===== config.mk =====
export PLATFORM = sky130hd
export DESIGN_NAME = ltpi_gpio_param
export DESIGN_NICKNAME = d
export VERILOG_FILES = /design/src/rtl/ltpi_gpio_param.sv
export SDC_FILE = /design/constraint.sdc
export NUM_CORES = 1
export LEC_CHECK = 0
export ABC_CLOCK_PERIOD_IN_PS = 5800
export CAP_MARGIN = 10
export CORE_UTILIZATION = 46
export DETAILED_ROUTE_END_ITERATION = 10
export PLACE_DENSITY = 0.95
export RECOVER_POWER = 25
export SETUP_SLACK_MARGIN = 0.4
export SLEW_MARGIN = 20
export SYNTH_ARGS = -nofsm -noshare
export SYNTH_HDL_FRONTEND = slang
export SYNTH_SLANG_ARGS = --single-unit

===== constraint.sdc =====
create_clock -name clk -period 5.8 [get_ports clk]
set_input_delay 0.87 -clock clk [delete_from_list [all_inputs] [get_ports clk]]
set_output_delay 0.87 -clock clk [all_outputs]
set_load 0.005 [all_outputs]

===== src/rtl/ltpi_gpio_param.sv =====
`default_nettype none
// ============================================================================
// Module   : ltpi_gpio_param
// Brief    : LTPI normal-latency GPIO channel. TX slices a wide GPIO vector
//            into indexed per-frame chunks for the framer; RX rebuilds the
//            wide GPIO output vector from indexed chunks from the deframer.
// Revision : 1.0 - initial release
// ============================================================================
module ltpi_gpio_param #(
  parameter int                  NUM_GPIO       = 64,
  parameter int                  BITS_PER_FRAME = 16,
  parameter logic [NUM_GPIO-1:0] DEFAULT_OUT    = '0,
  localparam int NUM_FRAMES = (BITS_PER_FRAME > 0) ? (NUM_GPIO / BITS_PER_FRAME) : 1,
  localparam int IDX_W      = (NUM_FRAMES > 1) ? $clog2(NUM_FRAMES) : 1
) (
  input  logic                      clk,
  input  logic                      reset,
  input  logic                      link_aligned,
  input  logic [NUM_GPIO-1:0]       gpio_in,
  input  logic                      tx_frame_req,
  output logic                      tx_valid,
  output logic [IDX_W-1:0]          tx_index,
  output logic [BITS_PER_FRAME-1:0] tx_data,
  input  logic                      rx_valid,
  input  logic [IDX_W-1:0]          rx_index,
  input  logic [BITS_PER_FRAME-1:0] rx_data,
  output logic [NUM_GPIO-1:0]       gpio_out,
  output logic                      rx_index_err
);

  // Reject configurations where the vector does not split into whole frames.
  if (BITS_PER_FRAME <= 0 || NUM_GPIO <= 0 || (NUM_GPIO % BITS_PER_FRAME) != 0) begin : g_cfg_check
    $error("ltpi_gpio_param: NUM_GPIO must be a non-zero multiple of BITS_PER_FRAME");
  end

  localparam logic [IDX_W-1:0] LAST_IDX = IDX_W'(NUM_FRAMES - 1);
  localparam logic [IDX_W:0]   FRAMES_W = (IDX_W+1)'(NUM_FRAMES);

  logic [IDX_W-1:0]          tx_cnt;
  logic [BITS_PER_FRAME-1:0] tx_slice;
  logic                      rx_in_range;

  // Select the chunk of gpio_in addressed by the rolling TX counter.
  always_comb begin
    tx_slice = '0;
    for (int f = 0; f < NUM_FRAMES; f++) begin
      if (tx_cnt == IDX_W'(f)) begin
        tx_slice = gpio_in[f*BITS_PER_FRAME +: BITS_PER_FRAME];
      end
    end
  end

  // Indices past the last frame exist only for non-power-of-two frame counts.
  always_comb begin
    rx_in_range = ({1'b0, rx_index} < FRAMES_W);
  end

  // TX: register one indexed chunk per framer request; counter rolls over the frames.
  always_ff @(posedge clk or posedge reset) begin
    if (reset) begin
      tx_valid <= 1'b0;
      tx_index <= '0;
      tx_data  <= '0;
      tx_cnt   <= '0;
    end else if (!link_aligned) begin
      // Restart from index 0 so the far end resynchronises on realignment.
      tx_valid <= 1'b0;
      tx_cnt   <= '0;
    end else if (tx_frame_req) begin
      tx_valid <= 1'b1;
      tx_index <= tx_cnt;
      tx_data  <= tx_slice;
      tx_cnt   <= (tx_cnt == LAST_IDX) ? '0 : tx_cnt + IDX_W'(1);
    end else begin
      tx_valid <= 1'b0;
    end
  end

  // RX: write received chunk into its slice; fall back to defaults when the link drops.
  always_ff @(posedge clk or posedge reset) begin
    if (reset) begin
      gpio_out     <= DEFAULT_OUT;
      rx_index_err <= 1'b0;
    end else if (!link_aligned) begin
      gpio_out     <= DEFAULT_OUT;
      rx_index_err <= 1'b0;
    end else begin
      rx_index_err <= rx_valid && !rx_in_range;
      if (rx_valid && rx_in_range) begin
        for (int f = 0; f < NUM_FRAMES; f++) begin
          if (rx_index == IDX_W'(f)) begin
            gpio_out[f*BITS_PER_FRAME +: BITS_PER_FRAME] <= rx_data;
          end
        end
      end
    end
  end

endmodule
`default_nettype wire


==> results.sh <==
export IMPL_die_h_um=95.75
export IMPL_multi_input_area_um2=1705
export IMPL_synth_distinct_cells=28
export IMPL_io_pins=171
export IMPL_timing_rr_start="tx_cnt[0]$_DFFE_PP0P_"
export IMPL_rsz0062_at_grt="false"
export IMPL_antenna_found_initial=0
export IMPL_ctsResizeCount=0
export IMPL_end_kind="flip-flop"
export IMPL_pwr_share_clk=0.308
export IMPL_internal_power_mw=1.001
export IMPL_grt_start_max_net_pins=86
export IMPL_met3_usage=0.07346
export IMPL_startpoint="link_aligned"
export IMPL_grtUsageMet2=0.4357
export IMPL_grt_use_total=0.2485
export IMPL_p_leak_nw=2.382
export IMPL_area_growth_pct=45.56
export IMPL_yosys_warnings=0
export IMPL_diodes=0
export IMPL_setup_slack_ps=1895
export IMPL_grt_busiest_layer="met2"
export IMPL_seqCellArea_um2=2127
export IMPL_cts_root_buffer="clkbuf_8"
export IMPL_ant_nets=0
export IMPL_synth_ff_type="dfrtp_1"
export IMPL_rows=33
export IMPL_cap_viol_max_count=1
export IMPL_pre_cts_slack_ps=2550
export IMPL_final_cell_mix="clkdlybuf4s50_1 (167), nand2_1 (131), dfrtp_1 (85)"
export IMPL_die_x_um=95.75
export IMPL_fmax_mhz=256.1
export IMPL_remaining_drc_errors=0
export IMPL_drt_iter0_drc=211
export IMPL_fin_nets=647
export IMPL_use_met1=0.2976
export IMPL_gp_congestion=0.8214
export IMPL_grt_pass1_vias=3491
export IMPL_clk_path_buf_depth=2
export IMPL_synth_nets=498
export IMPL_p_per_area_nw_per_um2=233.1
export IMPL_synth_area_um2=4043
export IMPL_synth_seq_cells=85
export IMPL_cp_start_kind="input port"
export IMPL_port_buffers=169
export IMPL_numCtsBuffers=9
export IMPL_pwr_share_comb=0.212
export IMPL_switchingPower_mw=0.3700
export IMPL_num_vias=3599
export IMPL_post_cts_buffers=0
export IMPL_synth_avg_cell_area_um2=9.933
export IMPL_detailed_place_hpwl_um=8330
export IMPL_worst_path_buf_inv=2
export IMPL_layout_cells_most_common="clkdlybuf4s50_1"
export IMPL_vias_per_cell=5.404
export IMPL_relSlewSlack=-0.4329
export IMPL_crit_fanout=67
export IMPL_postSynth_asyncResetShare=1.000
export IMPL_cpMaxStageDelayCell="clkbuf_1"
export IMPL_synth_seq_area_share=0.5262
export IMPL_fill_cells=638
export IMPL_grt_overflow=0
export IMPL_synth_area_leaders="dfrtp_1 (53%), nand2_1 (12%), a21boi_0 (9.7%), a221oi_2 (3.7%), a222oi_1 (3.7%)"
export IMPL_arrival_ps=4150
export IMPL_synthCells=407
export IMPL_start_util=0.4847
export IMPL_synth_top_area_cell="dfrtp_1"
export IMPL_skew_ps=3.251
export IMPL_min_from="tx_index[1]$_DFFE_PP0P_"
export IMPL_routedWlPerCell_um=17.04
export IMPL_setup_viol=0
export IMPL_final_max_slew_viol_count=68
export IMPL_hold_path_class="reg -> reg"
export IMPL_critPathMaxStageDelay_ps=1500
export IMPL_min_period_ps=3905
export IMPL_coreArea_um2=8341
export IMPL_postCtsHoldBufs=0
export IMPL_htree_levels=3
export IMPL_worstSetupPathType="in -> reg"
export IMPL_violations="capacitance limit, slew limit"
export IMPL_clkTransAtPathRegs_ps=80
export IMPL_status="finished, violations left"
export IMPL_worst_pin_slew_ps=2149
export IMPL_die_area_um2=9167
export IMPL_worst_ir_drop_vdd_mv=0.1415
export IMPL_clk_latency_ps=350
export IMPL_drtPass1Iterations=6
export IMPL_grt_pass1_wl_um=17140
export IMPL_totalWireLength_um=11350
export IMPL_cp_top_family="buffers and inverters"
export IMPL_synth_edff_count=0
export IMPL_tns_ps=0
export IMPL_finalHoldViolCount=0
export IMPL_path_cells="clkbuf_1, nand2_1, inv_1, nor2_1, a221oi_1"
export IMPL_yosys_area_top_type_share=0.5262
export IMPL_cts_sinks=85
export IMPL_switching_share=0.2698
export IMPL_cts_tree="built"
export IMPL_final_period_utilization=0.6733
export IMPL_p_seq_frac=0.480
export IMPL_drive_gt1_frac=0.05704
export IMPL_worstPathRequired_ps=6040
[Yosys cell counts (all sizes together), types with 2 or more instances]
master and number:
ha 4, nand2 131, dfrtp 85, a21boi 64
o21ai 2, buf 21, and3b 2, mux2i 2
nand3b 3, a21oi 3, nor2 18, nor2b 18
a221oi 15, nor3b 2, a222oi 15, inv 5
clkbuf 12
[final timing paths]
kind	end	slack (ps)	cells after the start
min in group asynchronous	tx_data[4]$_DFFE_PP0P_	1190	3
max in group asynchronous	gpio_out[38]$_DFFE_PP0P_	4080	3
setup / recovery	tx_data[3]$_DFFE_PP0P_	1890	5
setup reg to reg	tx_data[3]$_DFFE_PP0P_	3490	5
hold / removal	tx_index[1]$_DFFE_PP0P_	500	2
hold reg to reg	tx_index[1]$_DFFE_PP0P_	500	2
[sequential cells by signal, indices dropped and copies added, names as in the netlist]
register / count
tx_cnt: 2
tx_valid: 1
gpio_out: 64
tx_index: 2
tx_data: 16
[stage by stage]
step	instance area, um^2	hold slack, ps	util	total power [mW]	instances
final	5884	501.4	0.7055	1.371	666
after global routing	5884	547.0	0.7055	1.435	666
after CTS	5882	514.4	0.7052	1.381	666
after detailed placement	5685	494.8	0.6817	0.9628	650
after global placement	5685	484.2	0.6817	0.9519	650
after floorplan	4043	473.3	-	0.7950	407
[cells by family (layout without fill, tap and decap cells)]
family / Yosys count / in the layout / share of synthesized area
compound gates: 100 / 100 / 0.2126
fa+ha+maj: 4 / 4 / 0.01238
buf+inv: 38 / 192 / 0.05200
flops: 85 / 85 / 0.5262
mux: 2 / 2 / 0.004952
other cells: 1 / 1 / 0.0009276
simple gates: 177 / 177 / 0.1910
[worst min-delay path, stage by stage, from the launching register on]
cell     delay (ps)
dfrtp_1         360
nand2_1          50
o21ai_0          60
[final cells by class]
type | count | share of cell area
timing repair buffer | 171 | 0.2896
tap | 105 | 0.02233
clock inverter | 7 | 0.01233
inverter | 5 | 0.003402
clock buffer | 9 | 0.02105
sequential | 85 | 0.3615
multi-input combinational | 284 | 0.2898
[layer usage]
| layer | vias up | share of wire |
|---|---|---|
| met5 | - | 0 |
| met3 | 19 | 0.11 |
| met4 | 0 | 0.016 |
| li1 | 1679 | - |
| met1 | 1741 | 0.39 |
| met2 | 160 | 0.49 |
[power by group through the flow]
stage                     clock network (mW)  registers (mW)  logic, mW
after global placement                     0           0.670      0.282
final                                  0.422           0.658      0.291
after global routing                   0.454           0.663      0.318
after CTS                              0.428           0.659      0.294
after floorplan                            0           0.667      0.128
after detailed placement                   0           0.670      0.293
Note: power is estimated with default switching activity, not from simulation.
